`config.mk`:
```
export PLATFORM = sky130hd
export DESIGN_NAME = mem_arbiter
export DESIGN_NICKNAME = d
export VERILOG_FILES = /design/src/rtl/mem_arbiter.sv
export SDC_FILE = /design/constraint.sdc
export NUM_CORES = 1
export LEC_CHECK = 0
export CORE_AREA = 2 2 148 150
export CTS_CLUSTER_SIZE = 25
export DETAILED_ROUTE_END_ITERATION = 6
export DIE_AREA = 0 0 150 152
export PLACE_DENSITY_LB_ADDON = 0.12
export SLEW_MARGIN = 20
export SYNTH_ARGS = -nofsm -noshare
export SYNTH_HDL_FRONTEND = slang
export SYNTH_SLANG_ARGS = --single-unit
```
`constraint.sdc`:
```
create_clock -name clk -period 2.8 [get_ports clk]
set_clock_uncertainty 0.05 [all_clocks]
set_input_delay 0.28 -clock clk [delete_from_list [all_inputs] [get_ports clk]]
set_output_delay 0.28 -clock clk [all_outputs]
set_load 0.1 [all_outputs]
```
`src/rtl/mem_arbiter.sv`:
```
// mem_arbiter: byte-serial sharing of the unified RAM port between instruction fetch and MEM.
// Optional macro IO_BUF_WAIT_EN: IO-region store bytes wait while io_buffer_full is set.
module mem_arbiter #(
  parameter int         ADDR_W = 32,
  parameter logic [1:0] IO_HI  = 2'b11
) (
  input  logic              clk,
  input  logic              rst,
  input  logic              rdy,
  input  logic              if_req,
  input  logic [ADDR_W-1:0] if_addr,
  output logic [31:0]       if_data,
  output logic              if_done,
  input  logic              mem_req,
  input  logic              mem_we,
  input  logic [2:0]        mem_len,
  input  logic [ADDR_W-1:0] mem_addr,
  input  logic [31:0]       mem_wdata,
  output logic [31:0]       mem_rdata,
  output logic              mem_done,
  input  logic              failed,
  input  logic [7:0]        ram_din,
  output logic [7:0]        ram_dout,
  output logic [ADDR_W-1:0] ram_a,
  output logic              ram_wr,
  input  logic              io_buffer_full
);

  typedef enum logic [2:0] {IDLE, IF_READ, MEM_READ, MEM_WRITE, DONE} state_t;

  state_t            state;
  logic [ADDR_W-1:0] base;
  logic [ADDR_W-1:0] next_a;
  logic [2:0]        nbytes;
  logic [2:0]        cnt;
  logic [2:0]        cnt_inc;
  logic [31:0]       wdata;
  logic [31:0]       asm_q;
  logic [31:0]       asm_nxt;
  logic              is_if;
  logic              wr_q;
  logic              io_stall;

  function automatic logic [2:0] byte_count(input logic [2:0] len);
    case (len)
      3'd1:    return 3'd1;
      3'd2:    return 3'd2;
      default: return 3'd4;
    endcase
  endfunction

  function automatic logic [7:0] pick_byte(input logic [31:0] d, input logic [2:0] idx);
    case (idx)
      3'd1:    return d[15:8];
      3'd2:    return d[23:16];
      3'd3:    return d[31:24];
      default: return d[7:0];
    endcase
  endfunction

  assign cnt_inc = cnt + 3'd1;
  assign next_a  = base + ADDR_W'(cnt_inc);

`ifdef IO_BUF_WAIT_EN
  assign io_stall = (state == MEM_WRITE) && (ram_a[17:16] == IO_HI) && io_buffer_full;
`else
  // io_buffer_full has no effect in this build
  assign io_stall = 1'b0 & io_buffer_full;
`endif

  // The strobe is the only output gated combinationally: a frozen or stalled cycle must not write
  assign ram_wr = wr_q & rdy & ~io_stall;

  // Read byte arriving this cycle belongs to the address issued one count earlier
  always_comb begin
    asm_nxt = asm_q;
    case (cnt)
      3'd1:    asm_nxt[7:0]   = ram_din;
      3'd2:    asm_nxt[15:8]  = ram_din;
      3'd3:    asm_nxt[23:16] = ram_din;
      3'd4:    asm_nxt[31:24] = ram_din;
      default: ;
    endcase
  end

  always_ff @(posedge clk) begin
    if (rst) begin
      state     <= IDLE;
      ram_a     <= '0;
      ram_dout  <= '0;
      wr_q      <= 1'b0;
      if_data   <= '0;
      if_done   <= 1'b0;
      mem_rdata <= '0;
      mem_done  <= 1'b0;
      cnt       <= '0;
      asm_q     <= '0;
      base      <= '0;
      nbytes    <= '0;
      wdata     <= '0;
      is_if     <= 1'b0;
    end else if (rdy) begin
      case (state)
        IDLE: begin
          cnt   <= '0;
          asm_q <= '0;
          if (mem_req) begin
            base   <= mem_addr;
            ram_a  <= mem_addr;
            nbytes <= byte_count(mem_len);
            is_if  <= 1'b0;
            if (mem_we) begin
              wdata    <= mem_wdata;
              ram_dout <= mem_wdata[7:0];
              wr_q     <= 1'b1;
              state    <= MEM_WRITE;
            end else begin
              state <= MEM_READ;
            end
          end else if (if_req && !failed) begin
            base   <= if_addr;
            ram_a  <= if_addr;
            nbytes <= 3'd4;
            is_if  <= 1'b1;
            state  <= IF_READ;
          end
        end
        IF_READ, MEM_READ: begin
          if (state == IF_READ && failed) begin
            state <= IDLE;
            ram_a <= '0;
            cnt   <= '0;
          end else begin
            asm_q <= asm_nxt;
            if (cnt == nbytes) begin
              state <= DONE;
              if (is_if) begin
                if_data <= asm_nxt;
                if_done <= 1'b1;
              end else begin
                mem_rdata <= asm_nxt;
                mem_done  <= 1'b1;
              end
            end else begin
              cnt   <= cnt_inc;
              ram_a <= (cnt_inc < nbytes) ? next_a : '0;
            end
          end
        end
        MEM_WRITE: begin
          if (!io_stall) begin
            if (cnt_inc == nbytes) begin
              state    <= DONE;
              mem_done <= 1'b1;
              wr_q     <= 1'b0;
              ram_a    <= '0;
            end else begin
              cnt      <= cnt_inc;
              ram_a    <= next_a;
              ram_dout <= pick_byte(wdata, cnt_inc);
            end
          end
        end
        DONE: begin
          if_done  <= 1'b0;
          mem_done <= 1'b0;
          cnt      <= '0;
          state    <= IDLE;
        end
        default: state <= IDLE;
      endcase
    end
  end

endmodule

```
==> results of run 1 <==
==> flip-flops by register name, summed over array words and instances, names as in the netlist <==
| register | cells |
|---|---|
| ram_a | 32 |
| wr_q | 1 |
| mem_done | 1 |
| base | 32 |
| asm_q | 32 |
| if_done | 1 |
| mem_rdata | 32 |
| if_data | 32 |
| nbytes | 3 |
| is_if | 1 |
| cnt | 3 |
| state | 3 |
| wdata | 32 |
| ram_dout | 8 |
==> through the flow <==
stage	setup TNS (ns)	cell area [um^2]	cells
after detailed placement	0	11900	1572
after global placement	0	11900	1572
after floorplan	0	9640	1128
after global routing	-0.0589	12600	1614
final	0	12600	1614
after CTS	0	12600	1613
==> Yosys cell counts, types with 3 or more instances <==
cell type,instances,area share (%)
o21ai_0,33,1.7
nand4_1,8,0.52
buf_4,6,0.47
a21oi_1,92,4.8
nor4_1,4,0.26
clkbuf_1,58,2.3
nor4_2,3,0.39
xnor2_1,9,0.82
or3_1,3,0.19
a22oi_1,32,2.5
nor3_4,3,0.51
ha_1,12,1.6
nand2_1,92,3.6
mux2i_1,74,7.7
nor2b_1,7,0.45
buf_1,4,0.16
buf_2,23,1.2
xor2_1,21,1.9
dfxtp_1,213,44
nand2b_1,4,0.26
nand3_1,13,0.67
and3_1,5,0.32
buf_6,3,0.35
a222oi_1,8,0.83
o21ai_1,4,0.21
inv_1,13,0.51
nor3_1,38,2.0
o2bb2ai_1,9,0.82
a21o_1,3,0.23
o31ai_1,4,0.31
o22ai_1,5,0.32
a211oi_1,96,7.5
nor2_1,195,7.6
==> what timing repair did <==
action                                  CTS  global route
endpoints found under the setup margin    0             4
resized for setup                         0             2
hold buffers                              0             0
buffers inserted                          0             0
==> area by class of cell <==
| class | instances | area (um^2) | share of cell area (%) |
|---|---|---|---|
| diodes | 1 | 2.50 | 0.0198 |
| clock buffers | 30 | 652 | 5.16 |
| clock inverters | 11 | 88.8 | 0.703 |
| inverters | 14 | 52.6 | 0.416 |
| multi-input cells | 807 | 4920 | 38.9 |
| flip-flops and latches | 213 | 4260 | 33.7 |
| well taps | 280 | 350 | 2.77 |
| repair buffers | 258 | 2300 | 18.2 |
==> worst register-to-register path: stages, from the launching register on <==
cell	delay [ns]
dfxtp_1	0.32
ha_1	0.19
ha_1	0.33
clkinv_1	0.14
buf_4	0.19
ha_1	0.34
nand3_1	0.16
nand2_1	0.12
o2111ai_1	0.21
or3_1	0.41
a21oi_1	0.13
==> layer usage <==
layer,global-route usage [%],up-vias,wire (um)
li1,-,4400,-
met1,31.3,3896,12100
met2,35.0,215,11700
met3,3.09,27,1380
met4,4.76,0,344
met5,0,-,0
==> power groups by stage <==
| stage | Sequential, mW | Clock, mW | Combinational (mW) |
|---|---|---|---|
| 3_3_place_gp | 3.42 | 0 | 1.96 |
| 5_1_grt | 3.38 | 3.16 | 2.09 |
| 4_1_cts | 3.36 | 3.04 | 1.97 |
| 3_5_place_dp | 3.42 | 0 | 1.97 |
| 2_1_floorplan | 4.14 | 0 | 0.688 |
| 6_report | 3.36 | 2.97 | 1.96 |
==> logic make-up after synthesis <==
logic type	after synthesis	share of synthesized area, %
compound gates	299	20.5
xor+xnor	30	2.73
fa+ha+maj	13	1.77
buf+inv	108	4.97
flops	213	44.2
mux	74	7.68
simple gates	391	18.1
==> worst max-delay path by stage <==
stage / slack [ns] / endpoint / depth (start not counted)
floorplan: 0.002 / ram_a[25]$_SDFFE_PP0P_ / 11
global placement: 0.20 / ram_a[10]$_SDFFE_PP0P_ / 10
detailed placement: 0.15 / ram_a[25]$_SDFFE_PP0P_ / 10
CTS: 0.14 / ram_a[19]$_SDFFE_PP0P_ / 11
global route: -0.03 / ram_a[25]$_SDFFE_PP0P_ / 11
finish: 0.15 / state[2]$_SDFFE_PP0P_ / 10
==> metrics.md, run 1 <==
| Metric | Value |
|---|---|
| Status | `complete, no violations` |
| Min-Delay Path Class | `in -> reg` |
| Worst path slowest cell | `or3_1` |
| Largest net degree at the start of global routing | `65` |
| Remaining DRCs | `0` |
| Synthesis-stage register bit count | `213` |
| I/O pins | `222` |
| Relative max-transition margin | `36.0%` |
| Place WS | `0.154 ns` |
| Core area | `21,400 um^2` |
| Drt first pass iters | `5` |
| Mapped Nets | `1,256` |
| Fill count | `1,987` |
| Hold Path End | `base[31]$_SDFFE_PP0P_` |
| Top FF cell, synth | `dfxtp_1` |
| Post-Syn Area | `9640 um^2` |
| Startpoint Class | `flip-flop` |
| Worst min-delay path startpoint | `rst` |
| Type of the worst setup path | `reg -> reg` |
| GRT Overall Usage | `21.8%` |
| Die Wd | `150 um` |
| Tmin final | `2.65 ns` |
| Crit end category | `flip-flop` |
| CP dominant cell by count | `ha_1` |
| Worst path top cell family by delay | `adder cells` |
| FP Rows | `54` |
| Final setup margin | `0.145 ns` |
| CP arrival | `3.04 ns` |
| Post-Syn Instances | `1,128` |
| GRT overflow | `0` |
| Worst Setup SP | `cnt[0]$_SDFFE_PP0P_` |
| Int Power | `5.53 mW` |
| Avg WL per Cell | `15.8 um` |
| H-Tree Depth | `1` |
| RR Startpoint | `cnt[0]$_SDFFE_PP0P_` |
| CTS max path bufs | `3` |
| Share of layout cells above drive strength 1 | `15.2%` |
| P_sw | `2.76 mW` |
| Clk Latency, worst-skew pair | `0.51 ns` |
| Total die area | `22,800 um^2` |
| Final period util | `94.8%` |
| Post-DP HPWL | `17.7 mm` |
| Switching Fraction | `33.3%` |
| CTS buffer count | `23` |
| Final Max Slew Viols | `0` |
| First-pass GRT wire length | `41.2 mm` |
| PwrDens | `656 nW/um^2` |
| Clock Power Share | `35.8%` |
| RSZ-0062 raised after global routing | `true` |
| Initial drt markers | `378` |
| Crit path cell chain | `ha_1, ha_1, clkinv_1, buf_4, ha_1, nand3_1, nand2_1, o2111ai_1, or3_1, a21oi_1` |
| Final WL | `25.5 mm` |
| Most frequent cells in the layout | `dfxtp_1, nor2_1, buf_4, clkdlybuf4s50_1, a211oi_1` |
| Comb power frac | `23.7%` |
| Synth warn | `0` |
| Number of global-route vias before repair | `7,879` |
| TritonCTS clock tree | `yes` |
| Worst reg2reg endpoint | `state[2]$_SDFFE_PP0P_` |
| Slew @ Worst Pin | `0.952 ns` |
| Post-synth EDFFs | `0` |
| Vias per inst | `5.29` |
| Path depth of the worst reg2reg path | `10` |
| Fin util | `59.2%` |
| Reg clk slew, reported paths | `0.06 ns` |
| Sequential area share after synthesis | `44.2%` |
| Pleak | `4.80 nW` |
| Crit path buf inv count | `2` |
| Syn Area/Cell | `8.55 um^2` |
| Final #Nets | `1,445` |
| Crit path largest cell delay | `0.41 ns` |
| Sink Count | `213` |
| DR vias | `8,538` |
| Peak supply drop | `0.000362 V` |
| Sequential share of power | `40.5%` |
| Max frequency | `377 MHz` |
| Final Hold Viols | `0` |
| Initial antenna violation count | `1` |
| Max FO, Critical Path | `9` |
| Required @ worst endpoint | `3.18 ns` |
| Setup Viol. Count Final | `0` |
| CTS root buf | `clkbuf_16` |
| IO buf count | `220` |
| ANT nets after route | `0` |
| Max-Cap Viols | `0` |
| Initial core utilization | `45.2%` |
| GPL Wtd Cong | `0.872` |
| Distinct cells, synth | `57` |
| Hold_ws | `0.128 ns` |
| Most common cell after layout, fill and taps aside | `dfxtp_1` |
| Hold depth | `2` |
| Fraction of registers with async set/reset | `0%` |
| Tot Pwr | `8.29 mW` |
| Syn-to-layout area delta | `31.1%` |
| Die Y | `152 um` |
| R2R setup slack | `0.15 ns` |
No activity file was read; power rests on OpenSTA's default activity.
==> run 2: changes to the inputs <==
--- a/config.mk
+++ b/config.mk
@@ -5,10 +5,13 @@
 export SDC_FILE = /design/constraint.sdc
 export NUM_CORES = 1
 export LEC_CHECK = 0
-export CORE_AREA = 2 2 148 150
+export CELL_PAD_IN_SITES_DETAIL_PLACEMENT = 1
+export CELL_PAD_IN_SITES_GLOBAL_PLACEMENT = 1
+export CORE_AREA = 2 2 172 174
 export CTS_CLUSTER_SIZE = 25
 export DETAILED_ROUTE_END_ITERATION = 6
-export DIE_AREA = 0 0 150 152
+export DIE_AREA = 0 0 174 176
+export GPL_ROUTABILITY_DRIVEN = 0
 export PLACE_DENSITY_LB_ADDON = 0.12
 export SLEW_MARGIN = 20
 export SYNTH_ARGS = -nofsm -noshare
==> metrics.md, run 2 (synthesis gave the netlist of run 1 again) <==
| Metric | Value |
|---|---|
| DR vias | `8,754` |
| P_sw | `2.87 mW` |
| CP dominant cell by count | `ha_1` |
| FP Rows | `62` |
| Reg clk slew, reported paths | `0.06 ns` |
| R2R setup slack | `0.20 ns` |
| Post-Route Setup TNS | `0 ns` |
| Status | `finished with violations` |
| Switching Fraction | `33.3%` |
| Share of layout cells above drive strength 1 | `15.4%` |
| Final WL | `29.7 mm` |
| Min-Delay Path Class | `in -> reg` |
| Tot Pwr | `8.60 mW` |
| Worst path slowest cell | `ha_1` |
| Die Wd | `174 um` |
| CTS root buf | `clkbuf_16` |
| Setup Viol. Count Final | `0` |
| Int Power | `5.73 mW` |
| PwrDens | `668 nW/um^2` |
| H-Tree Depth | `1` |
| Initial drt markers | `361` |
| Hold depth | `2` |
| Post-DP HPWL | `20.7 mm` |
| Avg WL per Cell | `17.3 um` |
| Core area | `28,500 um^2` |
| Hold_ws | `0.104 ns` |
| CTS buffer count | `25` |
| First-pass GRT wire length | `47.3 mm` |
| Crit end category | `flip-flop` |
| Tmin final | `2.60 ns` |
| Pleak | `4.83 nW` |
| IO buf count | `220` |
| Fill count | `3,385` |
| Slew @ Worst Pin | `1.00 ns` |
| Max FO, Critical Path | `5` |
| Type of the worst setup path | `reg -> reg` |
| Syn-to-layout area delta | `33.6%` |
| I/O pins | `222` |
| Clock Power Share | `37.6%` |
| Max frequency | `385 MHz` |
| Final Max Slew Viols | `0` |
| Crit path cell chain | `buf_4, inv_1, ha_1, ha_1, nand3_1, and2_1, or3_4, xnor2_1, a21oi_1, nor3_1` |
| GRT overflow | `0` |
| Final period util | `92.8%` |
| Die Y | `176 um` |
| CP arrival | `2.92 ns` |
| Violated checks | `DRC` |
| Crit path largest cell delay | `0.39 ns` |
| Final #Nets | `1,445` |
| Post-Place Cells | `1,673` |
| Clk Latency, worst-skew pair | `0.52 ns` |
| Final Hold Viols | `0` |
| CTS max path bufs | `3` |
| RSZ-0062 raised after global routing | `false` |
| Initial antenna violation count | `1` |
| Register area | `4260 um^2` |
| TritonCTS clock tree | `yes` |
| Comb power frac | `23.3%` |
| Most common cell after layout, fill and taps aside | `dfxtp_1` |
| Drt first pass iters | `7` |
| ANT nets after route | `0` |
| Initial core utilization | `33.8%` |
| Remaining DRCs | `1` |
| Number of global-route vias before repair | `8,650` |
| Sequential share of power | `39.1%` |
| Vias per inst | `5.09` |
| Most frequent cells in the layout | `dfxtp_1, nor2_1, buf_4, clkdlybuf4s50_1, a211oi_1` |
| Max-Cap Viols | `0` |
| Layout Cells excl Fill | `1,719` |
| Startpoint Class | `flip-flop` |
| Relative max-transition margin | `32.5%` |
| Path depth of the worst reg2reg path | `10` |
| Hold_buf cts | `0` |
| Peak supply drop | `0.000372 V` |
| Area of the multi-input gates | `4940 um^2` |
| Sink Count | `213` |
| Total die area | `30,600 um^2` |
| Fin util | `45.1%` |
| Required @ worst endpoint | `3.12 ns` |
| GRT Overall Usage | `18.9%` |
| Largest net degree at the start of global routing | `110` |
run 2: path summary, 6_finish.rpt:
check	startpoint	to
min	rst	nbytes[1]$_SDFFE_PP0P_
min reg2reg	wdata[5]$_SDFFE_PP0P_	wdata[5]$_SDFFE_PP0P_
max	cnt[0]$_SDFFE_PP0P_	ram_a[15]$_SDFFE_PP0P_
max reg2reg	cnt[0]$_SDFFE_PP0P_	ram_a[15]$_SDFFE_PP0P_
run 2: what timing repair did:
action	CTS	global route
buffers inserted	0	0
resized for setup	0	8
setup endpoints to repair	0	13
run 2: per-layer routing:
metal,vias to the layer above,wire length [um],track usage (%)
met4,0,479,3.85
met5,-,0,0
li1,4408,-,-
met2,180,13600,31.0
met3,27,1280,3.06
met1,4139,14400,26.2
run 2: critical path: cells and delay by family (launching register included):
family                   cells  cell delay [ns]
AO/OA/AOI/OAI                1             0.25
buffers and inverters        2             0.23
adder cells (fa/ha/maj)      2             0.71
XOR/XNOR                     1             0.13
AND/OR/NAND/NOR              4             0.77
flip-flops                   1             0.33
run 2: per-stage QoR:
stage	cell area, um^2	setup WS, ns
finish	12900	0.201
CTS	12800	0.0449
floorplan	9640	0.00213
detailed placement	12000	0.0730
global route	12900	0.0185
global placement	12000	0.121
run 2: cell type report:
| type | count | share of cell area (%) |
|---|---|---|
| antenna | 1 | 0.0194 |
| clock buffer | 32 | 5.37 |
| clock inverter | 12 | 0.981 |
| inverter | 14 | 0.408 |
| multi-input combinational | 807 | 38.4 |
| sequential | 213 | 33.1 |
| tap | 384 | 3.73 |
| timing repair buffer | 256 | 18.0 |
run 2: power by group through the flow:
stage	registers, mW	logic (mW)	clock network (mW)
6_report	3.36	2.01	3.23
5_1_grt	3.38	2.14	3.45
4_1_cts	3.36	2.02	3.32
3_5_place_dp	3.43	2.01	0
3_3_place_gp	3.42	1.99	0
2_1_floorplan	4.14	0.688	0
==> run 3: changes to the inputs <==
==> config.mk (replaced) <==
export PLATFORM = sky130hd
export DESIGN_NAME = mem_arbiter
export DESIGN_NICKNAME = d
export VERILOG_FILES = /design/src/rtl/mem_arbiter.sv
export SDC_FILE = /design/constraint.sdc
export NUM_CORES = 1
export LEC_CHECK = 0
export CORE_AREA = 2 2 148 150
export CTS_CLUSTER_SIZE = 25
export DETAILED_ROUTE_END_ITERATION = 6
export DIE_AREA = 0 0 150 152
export GPL_ROUTABILITY_DRIVEN = 0
export PLACE_DENSITY_LB_ADDON = 0.12
export SYNTH_ARGS = -nofsm -noshare
export SYNTH_HDL_FRONTEND = slang
export SYNTH_SLANG_ARGS = --single-unit
==> results of run 3 <==
Final layout, timing and power as in run 1 (identical DEF).
